File: src/rtl/assoc_refill_cache.sv
// assoc_refill_cache: two-way set-associative read-only cache with true LRU
// replacement and an owned multi-beat line refill engine. Hits answer
// combinationally; a miss stalls the requester until the line is installed.
module assoc_refill_cache #(
    parameter int DATA_WIDTH  = 32,
    parameter int ADDR_WIDTH  = 32,
    parameter int SET_BITS    = 2,
    parameter int OFFSET_BITS = 2
) (
    input  logic                  clk,
    input  logic                  rst_n,
    input  logic                  rd_en,
    input  logic [ADDR_WIDTH-1:0] addr,
    input  logic                  flush,
    output logic                  hit,
    output logic                  stall,
    output logic [DATA_WIDTH-1:0] data_out,
    output logic                  mem_req,
    output logic [ADDR_WIDTH-1:0] mem_addr,
    input  logic                  mem_valid,
    input  logic [DATA_WIDTH-1:0] mem_data,
    output logic [31:0]           hit_count,
    output logic [31:0]           miss_count
);

    localparam int SETS    = 1 << SET_BITS;
    localparam int WORDS   = 1 << OFFSET_BITS;
    localparam int TAG_LSB = SET_BITS + OFFSET_BITS + 2;
    localparam int TAG_W   = ADDR_WIDTH - TAG_LSB;

    typedef enum logic [1:0] {S_IDLE, S_REFILL, S_INSTALL} state_t;

    state_t                   r_state;
    logic [SETS-1:0]          r_valid [2];
    logic [SETS-1:0]          r_lru;
    logic [TAG_W-1:0]         r_tag   [2][SETS];
    logic [DATA_WIDTH-1:0]    r_data  [2][SETS][WORDS];
    logic                     r_vic;
    logic [SET_BITS-1:0]      r_idx;
    logic [TAG_W-1:0]         r_tag_l;
    logic [OFFSET_BITS-1:0]   r_beat;
    logic                     r_flush_pend;
    logic                     r_mem_req;
    logic [ADDR_WIDTH-1:0]    r_mem_addr;
    logic [31:0]              r_hit_count;
    logic [31:0]              r_miss_count;

    logic [OFFSET_BITS-1:0]   w_word;
    logic [SET_BITS-1:0]      w_index;
    logic [TAG_W-1:0]         w_tag;
    logic                     w_match0;
    logic                     w_match1;
    logic                     w_idle;
    logic                     w_hit;
    logic                     w_victim;
    logic                     w_discard;
    logic                     w_unused_byte;

    assign w_word        = addr[OFFSET_BITS+1:2];
    assign w_index       = addr[OFFSET_BITS+2 +: SET_BITS];
    assign w_tag         = addr[ADDR_WIDTH-1:TAG_LSB];
    assign w_unused_byte = &{1'b0, addr[1:0]};

    assign w_match0  = r_valid[0][w_index] && (r_tag[0][w_index] == w_tag);
    assign w_match1  = r_valid[1][w_index] && (r_tag[1][w_index] == w_tag);
    assign w_idle    = (r_state == S_IDLE);
    assign w_hit     = w_idle && rd_en && (w_match0 || w_match1);
    // First invalid way (way0 preferred), otherwise the LRU way.
    assign w_victim  = !r_valid[0][w_index] ? 1'b0 :
                       !r_valid[1][w_index] ? 1'b1 : r_lru[w_index];
    // A flush seen during the refill (or in the install cycle) drops the line.
    assign w_discard = r_flush_pend || flush;

    assign hit        = w_hit;
    assign stall      = (w_idle && rd_en && !w_hit) || !w_idle;
    // Install never lets both ways match, so match1 alone selects the way.
    assign data_out   = w_hit ? r_data[w_match1][w_index][w_word] : '0;
    assign mem_req    = r_mem_req;
    assign mem_addr   = r_mem_addr;
    assign hit_count  = r_hit_count;
    assign miss_count = r_miss_count;

    // Control FSM: lookup/miss handling, beat counting, install, flush, counters.
    always_ff @(posedge clk or negedge rst_n) begin
        if (!rst_n) begin
            r_state      <= S_IDLE;
            r_valid[0]   <= '0;
            r_valid[1]   <= '0;
            r_lru        <= '0;
            r_vic        <= 1'b0;
            r_idx        <= '0;
            r_tag_l      <= '0;
            r_beat       <= '0;
            r_flush_pend <= 1'b0;
            r_mem_req    <= 1'b0;
            r_mem_addr   <= '0;
            r_hit_count  <= '0;
            r_miss_count <= '0;
        end else begin
            case (r_state)
                S_IDLE: begin
                    if (w_hit) begin
                        r_lru[w_index] <= ~w_match1;
                        if (r_hit_count != '1) r_hit_count <= r_hit_count + 32'd1;
                    end else if (rd_en) begin
                        r_vic                     <= w_victim;
                        r_idx                     <= w_index;
                        r_tag_l                   <= w_tag;
                        r_valid[w_victim][w_index] <= 1'b0;
                        if (r_miss_count != '1) r_miss_count <= r_miss_count + 32'd1;
                        r_mem_req                 <= 1'b1;
                        r_mem_addr                <= {w_tag, w_index, {(OFFSET_BITS+2){1'b0}}};
                        r_beat                    <= '0;
                        r_flush_pend              <= 1'b0;
                        r_state                   <= S_REFILL;
                    end
                    if (flush) begin
                        r_valid[0] <= '0;
                        r_valid[1] <= '0;
                        r_lru      <= '0;
                    end
                end
                S_REFILL: begin
                    if (flush) r_flush_pend <= 1'b1;
                    if (mem_valid) begin
                        r_beat <= r_beat + 1'b1;
                        if (r_beat == '1) begin
                            r_mem_req <= 1'b0;
                            r_state   <= S_INSTALL;
                        end
                    end
                end
                S_INSTALL: begin
                    if (w_discard) begin
                        r_valid[0] <= '0;
                        r_valid[1] <= '0;
                        r_lru      <= '0;
                    end else begin
                        r_valid[r_vic][r_idx] <= 1'b1;
                        r_lru[r_idx]          <= ~r_vic;
                    end
                    r_flush_pend <= 1'b0;
                    r_state      <= S_IDLE;
                end
                default: r_state <= S_IDLE;
            endcase
        end
    end

    // Line storage: refill beats land in the victim way, tag written at install.
    always_ff @(posedge clk) begin
        if (r_state == S_REFILL && mem_valid)
            r_data[r_vic][r_idx][r_beat] <= mem_data;
        if (r_state == S_INSTALL && !w_discard)
            r_tag[r_vic][r_idx] <= r_tag_l;
    end

endmodule

File: config.mk
export PLATFORM = sky130hd
export DESIGN_NAME = assoc_refill_cache
export DESIGN_NICKNAME = d
export VERILOG_FILES = /design/src/rtl/assoc_refill_cache.sv
export SDC_FILE = /design/constraint.sdc
export NUM_CORES = 2
export LEC_CHECK = 0
export CELL_PAD_IN_SITES_DETAIL_PLACEMENT = 0
export CELL_PAD_IN_SITES_GLOBAL_PLACEMENT = 1
export CORE_MARGIN = 2
export CORE_UTILIZATION = 50
export CTS_BUF_LIST = sky130_fd_sc_hd__clkbuf_2
export CTS_CLUSTER_DIAMETER = 60
export CTS_CLUSTER_SIZE = 16
export DETAILED_ROUTE_END_ITERATION = 8
export DONT_BUFFER_PORTS = 1
export GPL_ROUTABILITY_DRIVEN = 0
export PLACE_DENSITY = 0.74
export SLEW_MARGIN = 5
export SYNTH_ARGS = -nofsm -noshare
export SYNTH_HDL_FRONTEND = slang
export SYNTH_SLANG_ARGS = --single-unit
export TNS_END_PERCENT = 20
File: constraint.sdc
create_clock -name clk -period 4.2 [get_ports clk]
set_input_delay 0.21 -clock clk [delete_from_list [all_inputs] [get_ports clk]]
set_output_delay 0.21 -clock clk [all_outputs]
set_load 0.02 [all_outputs]
==> impl_metrics.sql <==
INSERT INTO impl_metrics (metric_group, metric, value, unit) VALUES
('power_and_ir_drop', 'power.ir.vdd_worst', '0.241', 'mV'),
('global_routing', 'globalRouteOverflowTotal', '0', ''),
('timing', 'max_slew_margin', '2.23', '%'),
('floorplan', 'placeableCoreArea', '0.105', 'mm2'),
('cts', 'cts_made_buffers', '106', ''),
('floorplan', 'die_w', '330', 'um'),
('synthesis', 'syn_avg_cell_area', '20.7', 'um2'),
('timing', 'hold_viol', '0', ''),
('synthesis', 'synth.lib_cells_used.distinct', '63', ''),
('synthesis', 'netlist.top_cell.by_area', 'sky130_fd_sc_hd__edfxtp_1', ''),
('floorplan', 'floorplan.initialDensity', '50.5', '%'),
('routing', 'avgRoutedWirePerCell', '29.3', 'um'),
('status', 'failed_checks', 'design-rule violations, negative setup slack', ''),
('routing', 'drt_first_pass_iters', '7', ''),
('timing', 'unrepaired_setup_endpoints_after_global_routing', 'yes', ''),
('synthesis', 'seq_area_frac_synth', '74.8', '%'),
('synthesis', 'netlist_top_cells_area', 'sky130_fd_sc_hd__edfxtp_1 70%, sky130_fd_sc_hd__mux4_2 12%, sky130_fd_sc_hd__dfrtp_1 5.2%', ''),
('power_and_ir_drop', 'share_of_power_burned_in_registers', '68.7', '%'),
('worst_setup_path', 'worst_ep_required_time', '3.99', 'ns'),
('floorplan', 'num_io_pins', '200', ''),
('synthesis', 'synth.ff_latch_count', '1343', ''),
('finish', 'final_nets', '2895', ''),
('synthesis', 'number_of_enable_type_register_cells_in_the_synthesized_netlist', '1232', ''),
('cts', 'cts_htree_levels', '3', ''),
('power_and_ir_drop', 'fin_total_pwr', '0.0236', 'W'),
('power_and_ir_drop', 'power_density', '399', 'mW/mm2'),
('finish', 'post_route_cells_drive_above_1_share', '26.4', '%'),
('cts', 'cts_tree', 'built', ''),
('cts', 'deepest_clock_path_buffer_count', '3', ''),
('global_routing', 'grt_antenna_before_repair', '3', ''),
('global_routing', 'grt_usage', '23.1', '%'),
('power_and_ir_drop', 'internal-power', '0.0176', 'W'),
('routing', 'drt_drc_violations_left', '22', ''),
('finish', 'area_growth', '11.5', '%'),
('floorplan', 'die_area', '0.109', 'mm2'),
('worst_setup_path', 'critical_path_arrival', '4.75', 'ns'),
('timing', 'finalWorstSetupSlack', '-0.765', 'ns'),
('status', 'run_status', 'complete, but fails checks', ''),
('cts', 'clk_pin_slew', '0.29', 'ns'),
('timing', 'share_of_the_cycle_needed_by_the_critical_path_after_routing', '118', '%'),
('job', 'drv_cap', '0', ''),
('routing', 'vias_cell', '6.16', ''),
('cts', 'ctsRootBufferMaster', 'sky130_fd_sc_hd__clkbuf_2', ''),
('routing', 'count_of_vias_placed_by_the_detailed_router', '26400', ''),
('synthesis', 'synth-main-ff-cell', 'sky130_fd_sc_hd__edfxtp_1', ''),
('synthesis', 'synth_async_sr_flop_share', '8.27', '%'),
('routing', 'drt_first_iter_violations', '2644', ''),
('floorplan', 'floorplan.rows', '119', ''),
('timing', 'slew_violations', '0', ''),
('global_routing', 'number_of_global_route_vias_before_repair', '26800', ''),
('power_and_ir_drop', 'power_frac_clock', '21.7', '%'),
('worst_setup_path', 'timing.critical_path.fanout_max', '7', ''),
('timing', 'worst-slew-pin-transition', '1.47', 'ns'),
('power_and_ir_drop', 'switching_share', '25.7', '%'),
('worst_setup_path', 'launching_element_type_of_the_critical_path', 'flop', ''),
('power_and_ir_drop', 'switching_power', '0.00608', 'W'),
('worst_setup_path', 'crit_path_end_kind', 'output pin', ''),
('synthesis', 'synthCells', '2570', ''),
('power_and_ir_drop', 'static-leakage-power', '19.3', 'nW'),
('synthesis', 'synth.cell_area', '0.0532', 'mm2'),
('timing', 'report.final.setup_viol', '34', ''),
('min_path', 'class_of_the_most_critical_hold_timing_path', 'primary input to flop', ''),
('worst_setup_path', 'timing_worst_setup_path_type', 'flop to output pin', ''),
('synthesis', 'yosys.area.top_type_share', '69.5', '%'),
('timing', 'fmax', '0.201', 'GHz'),
('power_and_ir_drop', 'comb_power_share', '9.6', '%'),
('cts', 'clock_sink_total', '1343', ''),
('finish', 'finalCoreUtilization', '56.3', '%'),
('routing', 'ant_nets', '0', ''),
('placement', 'post-dp-hpwl', '64700', 'um'),
('global_routing', 'grt_max_degree', '294', '');
-- cell families (layout without fill, tap and decap cells) --
| kind of cell | Yosys count | count (layout) | synth area share, % |
|---|---|---|---|
| XOR/XNOR | 99 | 99 | 1.63 |
| AO/OA/AOI/OAI | 128 | 128 | 1.96 |
| other | 1 | 5 | 0.00705 |
| AND/OR/NAND/NOR | 316 | 316 | 3.11 |
| adder cells (fa/ha/maj) | 6 | 6 | 0.141 |
| multiplexers | 532 | 532 | 17.1 |
| buffers and inverters | 145 | 455 | 1.28 |
| flip-flops | 1343 | 1343 | 74.8 |
-- metrics by stage --
step / worst slack [ns] / cells / TNS (ns) / cell area (um2) / hold WS, ns
6_report: -0.765 / 4275 / -22.82 / 59300 / 0.0725
3_3_place_gp: 0.0820 / 3927 / 0 / 55600 / -0.0811
3_5_place_dp: 0.0510 / 3927 / 0 / 55600 / -0.0808
4_1_cts: -1.01 / 4272 / -40.25 / 59100 / 0.00111
2_1_floorplan: 0.792 / 2573 / 0 / 53200 / -0.0856
5_1_grt: -1.00 / 4275 / -31.34 / 59300 / 0.0181
-- final timing paths --
| path | start | end | slack, ns | depth (start not counted) |
|---|---|---|---|---|
| max in group asynchronous | rst_n | r_tag_l[19] | 3.53 | 4 |
| min | addr[27] | r_flush_pend | 0.07 | 11 |
| max | r_tag[1][44] | data_out[16] | -0.76 | 13 |
| min reg2reg | r_valid[2] | r_valid[2] | 0.52 | 1 |
| max reg2reg | r_tag[0][11] | r_valid[5] | 0.05 | 10 |
| min in group asynchronous | rst_n | hit_count[8] | 0.13 | 4 |
-- cell type report --
class                           count  area [um2]
Timing Repair Buffer              268        3090
Antenna cell                        1        2.50
Inverter                           16        63.8
Clock inverter                     41         337
Clock buffer                      130         651
Multi-Input combinational cell   1085       13700
Tap cell                         1391        1740
Fill cell                        7785       46100
Sequential cell                  1343       39800
-- critical path, cell delays in order (launching register included) --
cell	delay, ns
sky130_fd_sc_hd__edfxtp_1	0.44
sky130_fd_sc_hd__mux4_2	0.53
sky130_fd_sc_hd__xnor2_4	0.23
sky130_fd_sc_hd__nand4_1	0.14
sky130_fd_sc_hd__nor4b_2	0.31
sky130_fd_sc_hd__nand3_1	0.20
sky130_fd_sc_hd__nor2_4	0.17
sky130_fd_sc_hd__buf_12	0.15
sky130_fd_sc_hd__buf_12	0.14
sky130_fd_sc_hd__buf_16	0.16
sky130_fd_sc_hd__mux2i_1	0.11
sky130_fd_sc_hd__mux2_4	0.29
sky130_fd_sc_hd__a221oi_4	0.37
sky130_fd_sc_hd__buf_6	0.17
-- placed cells by master (no fill, tap or decap), types with 8 or more instances in the layout --
master,count
sky130_fd_sc_hd__xnor2_1,45
sky130_fd_sc_hd__nand2b_1,9
sky130_fd_sc_hd__xor2_1,41
sky130_fd_sc_hd__nand3_1,39
sky130_fd_sc_hd__inv_1,15
sky130_fd_sc_hd__edfxtp_1,1232
sky130_fd_sc_hd__buf_12,29
sky130_fd_sc_hd__nor2_4,36
sky130_fd_sc_hd__buf_4,57
sky130_fd_sc_hd__xnor2_2,8
sky130_fd_sc_hd__nor4_1,10
sky130_fd_sc_hd__mux2_4,17
sky130_fd_sc_hd__nand2_1,66
sky130_fd_sc_hd__and3_1,19
sky130_fd_sc_hd__nand4_1,25
sky130_fd_sc_hd__a221oi_2,17
sky130_fd_sc_hd__nor3_1,21
sky130_fd_sc_hd__a21oi_1,10
sky130_fd_sc_hd__a221oi_4,15
sky130_fd_sc_hd__mux2_2,57
sky130_fd_sc_hd__mux2i_1,157
sky130_fd_sc_hd__clkinvlp_4,8
sky130_fd_sc_hd__clkinv_1,11
sky130_fd_sc_hd__dlygate4sd3_1,150
sky130_fd_sc_hd__clkbuf_2,130
sky130_fd_sc_hd__nor2_1,32
sky130_fd_sc_hd__o21ai_0,12
sky130_fd_sc_hd__buf_16,12
sky130_fd_sc_hd__dfrtp_1,111
sky130_fd_sc_hd__a21o_1,33
sky130_fd_sc_hd__mux4_2,294
sky130_fd_sc_hd__buf_6,19
-- sequential cells by signal (all words and copies together) (netlist names) --
signal	cells
hit_count	32
mem_addr	1
mem_req	1
miss_count	32
r_beat	2
r_data	1024
r_flush_pend	1
r_idx	1
r_lru	4
r_state	2
r_tag	208
r_tag_l	26
r_valid	8
r_vic	1
-- routing by layer --
layer / up-vias / track usage (%) / share of wire, %
li1: 11000 / - / -
met1: 14000 / 31.8 / 40
met2: 1144 / 38.1 / 50
met3: 181 / 4.50 / 8.5
met4: 4 / 6.18 / 2.2
met5: - / 0 / 0.017
-- power groups by stage --
stage | Sequential (W) | Clock [W] | Combinational (W)
after floorplan | 0.0163 | 0 | 0.00127
after global placement | 0.0164 | 0 | 0.00165
after detailed placement | 0.0165 | 0 | 0.00168
after CTS | 0.0162 | 0.00528 | 0.00221
after global routing | 0.0163 | 0.00574 | 0.00241
final | 0.0162 | 0.00513 | 0.00228
-- what timing repair did --
action	4_1_cts	5_1_grt
hold endpoints to repair	1765	9
resized for setup	90	36
pin swaps	38	9
hold buffers	153	2
setup endpoints to repair	34	66
cloned	6	0
buffers inserted	15	0
No activity file was read; power rests on OpenSTA's default activity.
